`config.mk`:
```
export PLATFORM = sky130hd
export DESIGN_NAME = simmem_release_scheduler
export DESIGN_NICKNAME = d
export VERILOG_FILES = /design/src/rtl/simmem_pkg.sv /design/src/rtl/simmem_rr_arbiter.sv /design/src/rtl/simmem_release_scheduler.sv
export SDC_FILE = /design/constraint.sdc
export NUM_CORES = 1
export LEC_CHECK = 0
export CAP_MARGIN = 20
export CORE_MARGIN = 2
export CORE_UTILIZATION = 35
export DETAILED_ROUTE_END_ITERATION = 6
export GPL_ROUTABILITY_DRIVEN = 0
export GPL_TIMING_DRIVEN = 0
export PLACE_DENSITY = 0.5
export SLEW_MARGIN = 40
export SYNTH_ARGS = -nofsm -noshare
export SYNTH_HDL_FRONTEND = slang
export SYNTH_HIERARCHICAL = 1
export SYNTH_SLANG_ARGS = --single-unit
```
`constraint.sdc`:
```
create_clock -name clk_i -period 7 [get_ports clk_i]
set_input_delay 1.05 -clock clk_i [delete_from_list [all_inputs] [get_ports clk_i]]
set_output_delay 1.05 -clock clk_i [all_outputs]
set_load 0.01 [all_outputs]
```
`src/rtl/simmem_pkg.sv`:
```
// -----------------------------------------------------------------------------
// simmem_pkg
// Shared types and default parameters for the simulated-memory release
// scheduler. The slot record is sized by the default parameters below, so a
// scheduler instance must use those same values for NumSlots, IDWidth and
// CounterWidth.
// -----------------------------------------------------------------------------
package simmem_pkg;

   localparam int unsigned NumSlotsDef     = 8;
   localparam int unsigned IDWidthDef      = 4;
   localparam int unsigned CounterWidthDef = 8;

   // One tracked transaction. predMask has one bit per slot. A set bit names
   // an older slot with the same ID that must leave before this slot may be
   // released.
   typedef struct packed {
      logic                       valid;
      logic [IDWidthDef-1:0]      id;
      logic [CounterWidthDef-1:0] counter;
      logic [NumSlotsDef-1:0]     predMask;
   } slot_t;

endpackage

```
`src/rtl/simmem_rr_arbiter.sv`:
```
// -----------------------------------------------------------------------------
// simmem_rr_arbiter
// Combinational round-robin search. It grants the first requesting index,
// starting one past ptr_i and wrapping around. ptr_i itself is tried last.
//
// Ports:
//   req_i   - one request bit per slot
//   ptr_i   - index of the most recently granted slot
//   grant_o - one-hot grant (all zero when nothing requests)
//   valid_o - high when grant_o has a bit set
// -----------------------------------------------------------------------------
module simmem_rr_arbiter #(
   parameter  int unsigned NumReq   = 8,
   localparam int unsigned PtrWidth = $clog2(NumReq)
) (
   input  logic [NumReq-1:0]   req_i,
   input  logic [PtrWidth-1:0] ptr_i,
   output logic [NumReq-1:0]   grant_o,
   output logic                valid_o
);

   logic [PtrWidth-1:0] idx;

   // Walk the offsets 1..NumReq from the pointer. The first requester found
   // wins, so offset NumReq (the pointer itself) has the lowest priority.
   always_comb begin
      grant_o = '0;
      valid_o = 1'b0;
      idx     = '0;
      for (int off = 1; off <= int'(NumReq); off++) begin
         idx = PtrWidth'((int'(ptr_i) + off) % int'(NumReq));
         if (!valid_o && req_i[idx]) begin
            grant_o[idx] = 1'b1;
            valid_o      = 1'b1;
         end
      end
   end

endmodule

```
`src/rtl/simmem_release_scheduler.sv`:
```
// -----------------------------------------------------------------------------
// simmem_release_scheduler
// Tracks up to NumSlots outstanding AXI transactions. Each transaction counts
// down its own release delay. Transactions are then released one at a time
// through a registered valid/ready output. Releases with the same ID leave in
// acceptance order.
//
// Ports:
//   clk_i, rst_i           - clock, synchronous active-high reset
//   req_valid_i/ready_o    - transaction offer / slot available
//   req_id_i, req_delay_i  - ID and release delay (cycles) of the offer
//   rel_valid_o/ready_i    - release pending / consumed by the message bank
//   rel_id_o               - ID being released
//   occupancy_o            - number of occupied slots (registered)
// -----------------------------------------------------------------------------
module simmem_release_scheduler
   import simmem_pkg::*;
#(
   parameter  int unsigned NumSlots     = NumSlotsDef,
   parameter  int unsigned IDWidth      = IDWidthDef,
   parameter  int unsigned CounterWidth = CounterWidthDef,
   localparam int unsigned OccWidth     = $clog2(NumSlots + 1),
   localparam int unsigned PtrWidth     = $clog2(NumSlots)
) (
   input  logic                    clk_i,
   input  logic                    rst_i,
   input  logic                    req_valid_i,
   output logic                    req_ready_o,
   input  logic [IDWidth-1:0]      req_id_i,
   input  logic [CounterWidth-1:0] req_delay_i,
   output logic                    rel_valid_o,
   input  logic                    rel_ready_i,
   output logic [IDWidth-1:0]      rel_id_o,
   output logic [OccWidth-1:0]     occupancy_o
);

   slot_t               slots_q [NumSlots];
   slot_t               slots_d [NumSlots];
   logic [PtrWidth-1:0] ptr_q, ptr_d;
   logic [PtrWidth-1:0] heldIdx_q, heldIdx_d;
   logic                relValid_q, relValid_d;
   logic [IDWidth-1:0]  relId_q, relId_d;
   logic [OccWidth-1:0] occ_q, occ_d;

   logic [NumSlots-1:0] freeVec, sameId, eligible, freeMask, grant;
   logic [PtrWidth-1:0] allocIdx, grantIdx, searchPtr;
   logic                anyFree, accept, handshake, loadOut, grantValid;

   // Per-slot status derived only from registered state. The slot held in the
   // output register is not eligible, so it cannot be granted twice.
   always_comb begin
      freeVec  = '0;
      sameId   = '0;
      eligible = '0;
      for (int i = 0; i < int'(NumSlots); i++) begin
         freeVec[i]  = !slots_q[i].valid;
         sameId[i]   = slots_q[i].valid && (slots_q[i].id == req_id_i);
         eligible[i] = slots_q[i].valid && (slots_q[i].counter == '0) &&
                       (slots_q[i].predMask == '0) &&
                       !(relValid_q && (heldIdx_q == PtrWidth'(i)));
      end
   end

   // The lowest-index free slot receives the next accepted transaction.
   always_comb begin
      allocIdx = '0;
      for (int i = int'(NumSlots) - 1; i >= 0; i--) begin
         if (freeVec[i]) begin
            allocIdx = PtrWidth'(i);
         end
      end
   end

   // Readiness depends only on registered occupancy. A slot freed this cycle
   // therefore becomes usable one cycle later.
   assign anyFree     = |freeVec;
   assign req_ready_o = anyFree && !rst_i;
   assign accept      = req_valid_i && req_ready_o;
   assign handshake   = relValid_q && rel_ready_i;
   assign loadOut     = !relValid_q || handshake;
   assign freeMask    = handshake ? (NumSlots'(1) << heldIdx_q) : '0;

   // The slot being handed over this cycle counts as the most recent grant.
   // The replacement search therefore starts just past it.
   assign searchPtr = handshake ? heldIdx_q : ptr_q;

   simmem_rr_arbiter #(
      .NumReq (NumSlots)
   ) uArbiter (
      .req_i   (eligible),
      .ptr_i   (searchPtr),
      .grant_o (grant),
      .valid_o (grantValid)
   );

   always_comb begin
      grantIdx = '0;
      for (int i = 0; i < int'(NumSlots); i++) begin
         if (grant[i]) begin
            grantIdx = PtrWidth'(i);
         end
      end
   end

   // Slot next state. Each counter decrements and saturates at zero. The
   // slot being freed drops out of every predecessor mask. A new entry
   // depends on every same-ID slot still present after this cycle.
   always_comb begin
      for (int i = 0; i < int'(NumSlots); i++) begin
         slots_d[i] = slots_q[i];
         if (slots_q[i].valid && (slots_q[i].counter != '0)) begin
            slots_d[i].counter = slots_q[i].counter - 1'b1;
         end
         slots_d[i].predMask = slots_q[i].predMask & ~freeMask;
         if (freeMask[i]) begin
            slots_d[i] = '0;
         end
      end
      if (accept) begin
         slots_d[allocIdx].valid    = 1'b1;
         slots_d[allocIdx].id       = req_id_i;
         slots_d[allocIdx].counter  = req_delay_i;
         slots_d[allocIdx].predMask = sameId & ~freeMask;
      end
   end

   // Output register, pointer and occupancy next state. While the bank stalls,
   // the held release stays untouched.
   always_comb begin
      relValid_d = relValid_q;
      relId_d    = relId_q;
      heldIdx_d  = heldIdx_q;
      if (loadOut) begin
         relValid_d = grantValid;
         if (grantValid) begin
            relId_d   = slots_q[grantIdx].id;
            heldIdx_d = grantIdx;
         end
      end
      ptr_d = handshake ? heldIdx_q : ptr_q;
      occ_d = occ_q;
      if (accept && !handshake) begin
         occ_d = occ_q + OccWidth'(1);
      end else if (!accept && handshake) begin
         occ_d = occ_q - OccWidth'(1);
      end
   end

   // State registers. Reset discards all pending work.
   always_ff @(posedge clk_i) begin
      if (rst_i) begin
         for (int i = 0; i < int'(NumSlots); i++) begin
            slots_q[i] <= '0;
         end
         ptr_q      <= PtrWidth'(NumSlots - 1);
         heldIdx_q  <= '0;
         relValid_q <= 1'b0;
         relId_q    <= '0;
         occ_q      <= '0;
      end else begin
         slots_q    <= slots_d;
         ptr_q      <= ptr_d;
         heldIdx_q  <= heldIdx_d;
         relValid_q <= relValid_d;
         relId_q    <= relId_d;
         occ_q      <= occ_d;
      end
   end

   assign rel_valid_o = relValid_q;
   assign rel_id_o    = relId_q;
   assign occupancy_o = occ_q;

endmodule

```
==> results of run 1 <==
[worst paths after layout]
check / from / slack (ns) / end
worst max-delay path: rel_ready_i / 0.32 / rel_id_o[3]
worst min-delay path: slots_q[127] / 0.44 / slots_q[127]
worst max register to register: rel_valid_o / 0.75 / rel_id_o[3]
worst min register to register: slots_q[127] / 0.44 / slots_q[127]
[critical path: cells and delay by family]
family,cells,cell delay (ns)
AOI/OAI and AO/OA,6,2.27
buffers and inverters,4,1.41
muxes,4,1.28
and+or+nand+nor,3,0.66
adders and majority gates,1,0.34
[per-stage QoR]
stage	power [mW]	std cells	hold WS (ns)	instance area, sq um	TNS [ns]
2_1_floorplan	2.31	1347	0.403	11000	0
3_3_place_gp	2.74	1763	0.419	11700	-2.61
3_5_place_dp	2.75	1765	0.426	11800	-2.75
4_1_cts	3.76	1797	0.438	12400	0
5_1_grt	3.99	1797	0.460	12400	0
6_report	3.79	1797	0.437	12400	0
[sequential cells by signal, summed over array words and instances (netlist names)]
register,count
heldIdx_q,3
rel_valid_o,1
occupancy_o,4
slots_q,168
rel_id_o,4
ptr_q,3
[what timing repair did]
| action | CTS | global route |
|---|---|---|
| setup buffers | 0 | 1 |
| resized for setup | 2 | 3 |
| pin swaps | 0 | 1 |
| setup endpoints to repair | 4 | 5 |
[layout make-up]
type / count / area, sq um / area share [%]
plain buffers: 106 / 478 / 3.84
well taps: 396 / 495 / 3.99
multi-input cells: 1026 / 6860 / 55.2
inverters: 31 / 116 / 0.936
clock buffers: 17 / 425 / 3.42
repair buffers: 23 / 223 / 1.79
flip-flops and latches: 183 / 3660 / 29.5
clock inverters: 15 / 170 / 1.37
[per-layer routing]
layer / track usage, % / vias up / part of all wire (%)
met5: 0 / - / 0
met4: 9.56 / 0 / 3.1
met1: 33.7 / 5265 / 44
met3: 4.05 / 82 / 6.2
li1: - / 5090 / -
met2: 41.9 / 395 / 47
[where the power goes]
group | total, mW | leakage [nW] | internal, mW | switching, mW
Sequential | 1.13 | 1.48 | 1.09 | 0.0472
Clock | 1.01 | 0.286 | 0.536 | 0.474
Combinational | 1.65 | 2.49 | 0.590 | 1.06
[cells in the final DEF (no fill, tap or decap), types with 23 or more instances in the layout]
master / n
buf_2: 32
nor3_1: 37
xnor2_1: 37
o211ai_1: 23
o21ai_0: 37
nor2_1: 82
ha_1: 25
inv_1: 30
xor2_1: 27
clkbuf_1: 60
nand2_1: 107
dfxtp_1: 183
nand4_1: 47
mux2i_1: 23
nand3_1: 119
a21oi_1: 133
==> metrics, run 1 <==
largest net degree at the start of global routing 18; status complete, no violations; drt pass-1 iters 5; utilization after layout 40.3%; via/cell ratio 6.03; Leak 4.25 nW; clk root buf clkbuf_16; Syn Nets 1,389; final slew viol count 0; global-route wire length before repair 64,300 um; Max Clock Freq 150 MHz; minimum clock period 6.68 ns; Antenna diodes 0; DR WL/cell 23.3 um; total gr overflow 0; post-route setup slack 0.317 ns; critical path class input port to flop; fillers 3,181; Post-DP HPWL 30,700 um; clock tree buffer depth 2; slowest stage cell, crit path clkdlybuf4s50_1; post-route DRC violation count 0; fin crit share 95.5%; Most common cell on crit path a221o_1; Pwr Density 305 nW/um^2; Worst Tran Pin Value 0.909 ns; CP Capture Type flop; Vias 10,800; CTS tree built; drt initial violations 1,168; initial antenna violation count 0; Total GRT Usage 25.5%; Req. time, crit path 7.34 ns; setup violators final 0; WL final 41,900 um; Synth warnings 6; ANT nets after route 0; Worst-path clk slew 0.07 ns; TritonCTS Buffers 17; hold buffer count at cts 0; core area 30,800 sq um; Syn Std Cell Area 11,000 sq um; nets 1,430; Port Buffer Count 20; hold violation total from the final report 0; Hold Path Depth 2; vias in the first global route 10,400; io pins 26; area delta synth->final 12.7%; worst path cell trace clkdlybuf4s50_1, nand2_1, mux2_2, inv_2, clkbuf_1, ha_1, buf_6, mux2i_1, mux2_4, a221oi_4, nor4_2, nor3b_2, a221o_1, a221o_1, o311ai_4, mux2i_1, a21boi_0, a221o_1; critical path's largest stage delay 0.68 ns; Crit path arrival time 7.02 ns; Worst setup SP type input port; initial core utilization 35.8%; Die Height 181 um; Relative slew margins 39.1%; Register-to-Register Path Depth 18; clk_lat worst skew 0.46 ns; worst vdd ir 0.000138 V; Worst Path Max Fanout 11; MaxCap Viol Count 0; clk sink count 183; mean post-synth cell area 8.19 sq um; Setup WS pre-CTS -0.733 ns; Die ar. 32,900 sq um; die width 181 um; share of cells above drive strength 1 11.2%; row count 64; clock skew 0.0112 ns; unrepaired setup endpoints after global routing no; Hold Path Class flop to flop; Max H-tree Level 4; Mapped Cells 1,347
Note: power is estimated with default switching activity, not from simulation.
==> inputs of run 2 (changes only) <==
--- a/config.mk
+++ b/config.mk
@@ -6,11 +6,12 @@
 export NUM_CORES = 1
 export LEC_CHECK = 0
 export CAP_MARGIN = 20
+export CORE_ASPECT_RATIO = 0.75
 export CORE_MARGIN = 2
 export CORE_UTILIZATION = 35
 export DETAILED_ROUTE_END_ITERATION = 6
 export GPL_ROUTABILITY_DRIVEN = 0
-export GPL_TIMING_DRIVEN = 0
+export GPL_TIMING_DRIVEN = 1
 export PLACE_DENSITY = 0.5
 export SLEW_MARGIN = 40
 export SYNTH_ARGS = -nofsm -noshare
==> run 2 against run 1 <==
Against the previous run: final area shrank 1.7%; sequential share of layout area grew 0.52 points; clock skew grew 0.0040 ns; setup slack gained 0.45 ns; critical path depth shrank 1; largest power group unchanged; combinational power shrank 6%; fmax grew 7.1%; global-route usage shrank 2.8 points; register-to-register slack gained 0.58 ns; hold slack lost 0.0025 ns; die area is essentially flat; final cell count shrank 3.4%.
==> metrics, run 2 (synthesized netlist as in run 1, its figures left out) <==
total gr overflow 0 (unchanged); CTS tree built (unchanged); min-delay src slots_q[127] (unchanged); Worst Hold Endpoint slots_q[127] (unchanged); reg-to-reg endpoint rel_id_o[3] (unchanged); Max Clock Freq 160 MHz (was 150 MHz); MaxCap Viol Count 0 (unchanged); core area 31,100 sq um (was 30,800 sq um); Vias 10,400 (was 10,800); final slew viol count 0 (unchanged); post-CTS setup buffer count 0 (unchanged); largest net degree at the start of global routing 128 (was 18); unrepaired setup endpoints after global routing no (unchanged); die width 209 um (was 181 um); vias in the first global route 9,509 (was 10,400); ANT nets after route 0 (unchanged); critical path's top delay family compound AO/OA/AOI/OAI gates (unchanged); drt initial violations 885 (was 1,168); fin area 12,200 sq um (was 12,400 sq um); setup violators final 0 (unchanged); Antenna diodes 0 (unchanged); clk sink count 183 (unchanged); Worst-path clk slew 0.06 ns (was 0.07 ns); Worst setup SP type input port (unchanged); post-CTS sizing 0 (was 2); drt pass-1 iters 5 (unchanged); Net Sw Power 1.47 mW (was 1.58 mW); Die Height 158 um (was 181 um); Max H-tree Level 4 (unchanged); Pwr Density 301 nW/um^2 (was 305 nW/um^2); area used by multi-input combinational logic 6830 sq um (was 6860 sq um); max FFs per register 168 (unchanged); slowest stage cell, crit path ha_1 (was clkdlybuf4s50_1); overall power 3.68 mW (was 3.79 mW); via/cell ratio 6.01 (was 6.03); post-route DRC violation count 0 (unchanged); initial antenna violation count 2 (was 0); Worst Path Max Fanout 14 (was 11); post-route setup slack 0.762 ns (was 0.317 ns); clk root buf clkbuf_16 (unchanged); minimum clock period 6.24 ns (was 6.68 ns); Flop pwr share 30.9% (was 29.9%); Clock power frac 27.0% (was 26.6%); Port Buffer Count 25 (was 20); DR WL/cell 21.5 um (was 23.3 um); Total GRT Usage 22.7% (was 25.5%); Req. time, crit path 7.39 ns (was 7.34 ns); Setup WS pre-CTS 0.219 ns (was -0.733 ns); Register-to-Register Path Depth 16 (was 18); worst path cell trace clkdlybuf4s50_1, nand2_1, mux2_2, inv_1, ha_1, nor2b_1, a211oi_2, a221oi_4, nor4_2, nor3b_2, a22oi_1, o211ai_1, nand2b_1, o311ai_4, mux2i_1, a2111oi_2, a221o_1 (was clkdlybuf4s50_1, nand2_1, mux2_2, inv_2, clkbuf_1, ha_1, buf_6, mux2i_1, mux2_4, a221oi_4, nor4_2, nor3b_2, a221o_1, a221o_1, o311ai_4, mux2i_1, a21boi_0, a221o_1); clock skew 0.0152 ns (was 0.0112 ns); Comb power frac 42.1% (was 43.4%); Hold Path Depth 2 (unchanged); FF-to-FF Start rel_valid_o (unchanged); Crit path arrival time 6.63 ns (was 7.02 ns); most common cell after layout, fill and taps aside dfxtp_1 (unchanged); Hold Path Class flop to flop (unchanged); Leak 4.15 nW (was 4.25 nW); area delta synth->final 10.8% (was 12.7%); critical path's largest stage delay 0.64 ns (was 0.68 ns); Cell Int Power 2.20 mW (was 2.21 mW); r2r setup slk 1.33 ns (was 0.75 ns); share of cells above drive strength 1 11.1% (was 11.2%); clock tree buffer depth 2 (unchanged); worst path buffer plus inverter count 2 (was 4); register area 3660 sq um (unchanged); row count 56 (was 64); CP Capture Type flop (unchanged); Biggest register slots_q (unchanged); global-route wire length before repair 58,000 um (was 64,300 um); initial core utilization 35.4% (was 35.8%); worst vdd ir 0.000141 V (was 0.000138 V); hold buffer count at cts 0 (unchanged); fillers 3,239 (was 3,181); critical path class input port to flop (unchanged); utilization after layout 39.3% (was 40.3%); final setup TNS 0 ns (unchanged); hold violation total from the final report 0 (unchanged); Post-DP HPWL 26,200 um (was 30,700 um); Die ar. 33,000 sq um (was 32,900 sq um); Area after DPL 11,600 sq um (was 11,800 sq um); nets 1,359 (was 1,430); clk_lat worst skew 0.46 ns (about the same); TritonCTS Buffers 17 (unchanged); fin crit share 89.1% (was 95.5%); commonest non-fill, non-tap cells in the layout dfxtp_1 (183), a21oi_1 (133), nand3_1 (119) (unchanged); Relative slew margins 41.5% (was 39.1%); io pins 26 (unchanged); status complete, no violations (unchanged); Net Sw Frac 40.1% (was 41.6%); Worst Tran Pin Value 0.874 ns (was 0.909 ns); WL final 37,300 um (was 41,900 um)
-- run 2: cell count changes in the layout (fill, tap and decap cells not counted), moves of 4 or more --
cell | before | now
buf_6 | 4 | 0
buf_1 | 6 | 0
buf_2 | 32 | 1
clkbuf_1 | 60 | 1
buf_4 | 5 | 33
-- run 2: area by class of cell --
| class | instances | area share [%] |
|---|---|---|
| Clock buffer | 21 | 3.85 |
| Inverter | 31 | 0.953 |
| Tap cell | 406 | 4.16 |
| Timing Repair Buffer | 58 | 4.12 |
| Sequential cell | 183 | 30.0 |
| Multi-Input combinational cell | 1026 | 55.9 |
| Clock inverter | 11 | 1.00 |
-- run 2: how the worst max path moves through the flow --
| stage | cells past startpoint | slack (ns) | endpoint | start |
|---|---|---|---|---|
| 2_1_floorplan | 18 | 1.36 | rel_id_o[2] | rel_ready_i |
| 3_3_place_gp | 17 | 0.42 | rel_id_o[2] | rel_ready_i |
| 3_5_place_dp | 17 | 0.22 | rel_id_o[1] | rel_ready_i |
| 4_1_cts | 17 | 0.67 | rel_id_o[1] | rel_ready_i |
| 5_1_grt | 17 | 0.36 | rel_id_o[3] | rel_ready_i |
| 6_report | 17 | 0.76 | rel_id_o[3] | rel_ready_i |
-- run 2: worst register-to-register path: stages, from the launching register on --
cell	delay (ns)
dfxtp_1	0.58
nand2_1	0.21
mux2_2	0.49
inv_1	0.16
ha_1	0.64
nor2b_1	0.12
a211oi_2	0.54
a221oi_4	0.21
nor4_2	0.43
nor3b_2	0.30
a22oi_1	0.14
o211ai_1	0.57
nand2b_1	0.24
o311ai_4	0.22
mux2i_1	0.20
a2111oi_2	0.39
a221o_1	0.16
-- run 2: power by group through the flow --
stage | registers, mW | logic [mW] | clock network, mW
3_5_place_dp | 1.16 | 1.51 | 0
4_1_cts | 1.14 | 1.52 | 1.01
6_report | 1.14 | 1.55 | 0.993
2_1_floorplan | 1.15 | 1.15 | 0
3_3_place_gp | 1.16 | 1.51 | 0
5_1_grt | 1.14 | 1.68 | 1.06
-- run 2: routing by layer --
| layer | GRT usage (%) | share of wire [%] |
|---|---|---|
| met5 | 0 | 0 |
| met4 | 5.07 | 1.1 |
| met3 | 4.25 | 6.4 |
| met2 | 32.3 | 41 |
| met1 | 35.0 | 51 |
-- run 2: per-stage QoR --
stage               instances  hold slack [ns]
floorplan                1347            0.403
global placement         1704            0.426
detailed placement       1704            0.429
CTS                      1736            0.439
global route             1736            0.459
finish                   1736            0.435
==> inputs of run 3 (changes only) <==
--- a/config.mk
+++ b/config.mk
@@ -6,13 +6,11 @@
 export NUM_CORES = 1
 export LEC_CHECK = 0
 export CAP_MARGIN = 20
-export CORE_ASPECT_RATIO = 0.75
 export CORE_MARGIN = 2
-export CORE_UTILIZATION = 35
+export CORE_UTILIZATION = 55
 export DETAILED_ROUTE_END_ITERATION = 6
-export GPL_ROUTABILITY_DRIVEN = 0
 export GPL_TIMING_DRIVEN = 1
-export PLACE_DENSITY = 0.5
+export PLACE_DENSITY = 0.72
 export SLEW_MARGIN = 40
 export SYNTH_ARGS = -nofsm -noshare
 export SYNTH_HDL_FRONTEND = slang
==> run 3 against run 2 <==
Against the previous run: wire length is 10% lower; setup slack got worse by 0.14 ns; first-iteration DRC count is 37% higher; via count grew 1.2%; count of clock-buffer cells in the layout fell by 3; sequential power is essentially flat; sequential share of layout area rose by 0.53 points; final cell count shrank 8.7%; clock power grew 4%; global-route usage rose by 8.3 points; sequential cell count is the same; critical path type unchanged; critical endpoint is now rel_id_o[0]; largest power group unchanged.
==> metrics, run 3 (synthesized netlist as in run 1, its figures left out) <==
Die ar. 21,200 sq um (was 33,000 sq um); Die Height 146 um (was 158 um); fin area 12,000 sq um (was 12,200 sq um); FF-to-FF Start rel_valid_o (unchanged); hold violation total from the final report 0 (unchanged); initial antenna violation count 0 (was 2); reg-to-reg endpoint rel_id_o[0] (was rel_id_o[3]); most common cell after layout, fill and taps aside dfxtp_1 (unchanged); commonest non-fill, non-tap cells in the layout dfxtp_1 (183), a21oi_1 (133), nand3_1 (118) (was dfxtp_1 (183), a21oi_1 (133), nand3_1 (119)); Worst Path Max Fanout 17 (was 14); global-route wire length before repair 53,200 um (was 58,000 um); overall power 3.68 mW (about the same); row count 51 (was 56); drt pass-1 iters 5 (unchanged); DR WL/cell 21.2 um (was 21.5 um); core area 19,600 sq um (was 31,100 sq um); Relative slew margins 41.0% (was 41.5%); setup violators final 0 (unchanged); die width 146 um (was 209 um); r2r setup slk 1.17 ns (was 1.33 ns); status complete, no violations (unchanged); Worst-path clk slew 0.07 ns (was 0.06 ns); min-delay src slots_q[127] (unchanged); via/cell ratio 6.66 (was 6.01); Post-DP HPWL 22,600 um (was 26,200 um); clk_lat worst skew 0.45 ns (was 0.46 ns); Crit path arrival time 6.77 ns (was 6.63 ns); non-filler instance count after layout 1,585 (was 1,736); MaxCap Viol Count 0 (unchanged); Area after DPL 11,400 sq um (was 11,600 sq um); clock tree buffer depth 2 (unchanged); fin crit share 91.1% (was 89.1%); Hold Path Class flop to flop (unchanged); clk sink count 183 (unchanged); nets 1,349 (was 1,359); Pwr Density 307 nW/um^2 (was 301 nW/um^2); CTS tree built (unchanged); worst path buffer plus inverter count 2 (unchanged); largest net degree at the start of global routing 80 (was 128); critical path class input port to flop (unchanged); Crit path depth 17 (unchanged); post-CTS sizing 0 (unchanged); slowest stage cell, crit path ha_1 (unchanged); unrepaired setup endpoints after global routing no (unchanged); ANT nets after route 0 (unchanged); share of cells above drive strength 1 10.5% (was 11.1%); minimum clock period 6.38 ns (was 6.24 ns); Vias 10,600 (was 10,400); Register-to-Register Path Depth 16 (unchanged); worst vdd ir 0.000203 V (was 0.000141 V); WL final 33,600 um (was 37,300 um); Antenna diodes 0 (unchanged); Worst Tran Pin Value 0.883 ns (was 0.874 ns); cell total after placement 1,553 (was 1,704); initial core utilization 56.3% (was 35.4%); Hold Path Depth 2 (unchanged); max FFs per register 168 (unchanged); Worst setup SP type input port (unchanged); clk root buf clkbuf_16 (unchanged); utilization after layout 61.3% (was 39.3%); TritonCTS Buffers 17 (unchanged); drt initial violations 1,212 (was 885); clock skew 0.00960 ns (was 0.0152 ns); io pins 26 (unchanged); final slew viol count 0 (unchanged); CP Capture Type flop (unchanged); vias in the first global route 9,844 (was 9,509); critical path's top delay family compound AO/OA/AOI/OAI gates (unchanged); Worst Hold Endpoint slots_q[127] (unchanged); Port Buffer Count 25 (unchanged); Req. time, crit path 7.39 ns (about the same); Max Clock Freq 157 MHz (was 160 MHz); total gr overflow 0 (unchanged); Leak 4.11 nW (was 4.15 nW); hold buffer count at cts 0 (unchanged); Total GRT Usage 31.1% (was 22.7%); GPL Wtd Cong 0.907; post-route DRC violation count 0 (unchanged); Biggest register slots_q (unchanged); area delta synth->final 8.85% (was 10.8%); post-CTS setup buffer count 0 (unchanged); worst path cell trace clkdlybuf4s50_1, nand2_1, mux2_2, inv_1, ha_1, nor2b_1, a211oi_1, a221oi_4, nor4_2, nor3b_2, a22oi_1, o211ai_1, nor4_1, nor4b_1, o221ai_1, a21oi_1, a221o_1 (was clkdlybuf4s50_1, nand2_1, mux2_2, inv_1, ha_1, nor2b_1, a211oi_2, a221oi_4, nor4_2, nor3b_2, a22oi_1, o211ai_1, nand2b_1, o311ai_4, mux2i_1, a2111oi_2, a221o_1); critical path's largest stage delay 0.70 ns (was 0.64 ns); final setup TNS 0 ns (unchanged); Max H-tree Level 4 (unchanged)
[run 3: cell types whose count changed in the layout (fill, tap and decap cells not counted), moves of 2 or more]
| cell | change |
|---|---|
| clkinv_2 | -2 |
| buf_4 | -10 |
| clkinv_8 | +2 |
| clkbuf_8 | -2 |
[run 3: area by class of cell]
cell class,instances,area (sq um)
Timing Repair Buffer,48,414
Clock inverter,14,194
Inverter,31,116
Clock buffer,18,439
Fill cell,1731,7590
Sequential cell,183,3660
Multi-Input combinational cell,1026,6840
Tap cell,265,332
[run 3: metrics by stage]
step | hold WS [ns] | worst slack, ns
floorplan | 0.403 | 1.36
global placement | 0.429 | 0.507
detailed placement | 0.428 | 0.272
CTS | 0.439 | 0.704
global route | 0.469 | 0.113
finish | 0.442 | 0.620
[run 3: where the power goes]
group / leakage [nW] / switching [mW] / internal, mW
Combinational: 2.33 / 0.963 / 0.554
Clock: 0.304 / 0.447 / 0.581
Sequential: 1.48 / 0.0519 / 1.09
[run 3: worst reg2reg max path: cells and delay by family, from the launching register on]
family	cells	cell delay, ns
AO/OA/AOI/OAI	7	2.08
AND/OR/NAND/NOR	6	1.75
adder cells (fa/ha/maj)	1	0.70
flip-flops	1	0.60
multiplexers	1	0.51
buffers and inverters	1	0.14
[run 3: how the worst max path moves through the flow]
stage                      startpoint           to
after global placement    rel_ready_i  rel_id_o[0]
after CTS                 rel_ready_i  rel_id_o[0]
after detailed placement  rel_ready_i  rel_id_o[0]
final                     rel_ready_i  rel_id_o[0]
after floorplan           rel_ready_i  rel_id_o[2]
after global routing      rel_ready_i  rel_id_o[0]
[run 3: routing by layer]
layer | vias up | global-route usage [%] | part of all wire (%)
met5 | - | 0 | 0
met4 | 0 | 10.8 | 2.4
met3 | 79 | 7.18 | 8.7
met2 | 500 | 49.5 | 46
met1 | 5054 | 41.5 | 43
li1 | 4928 | - | -
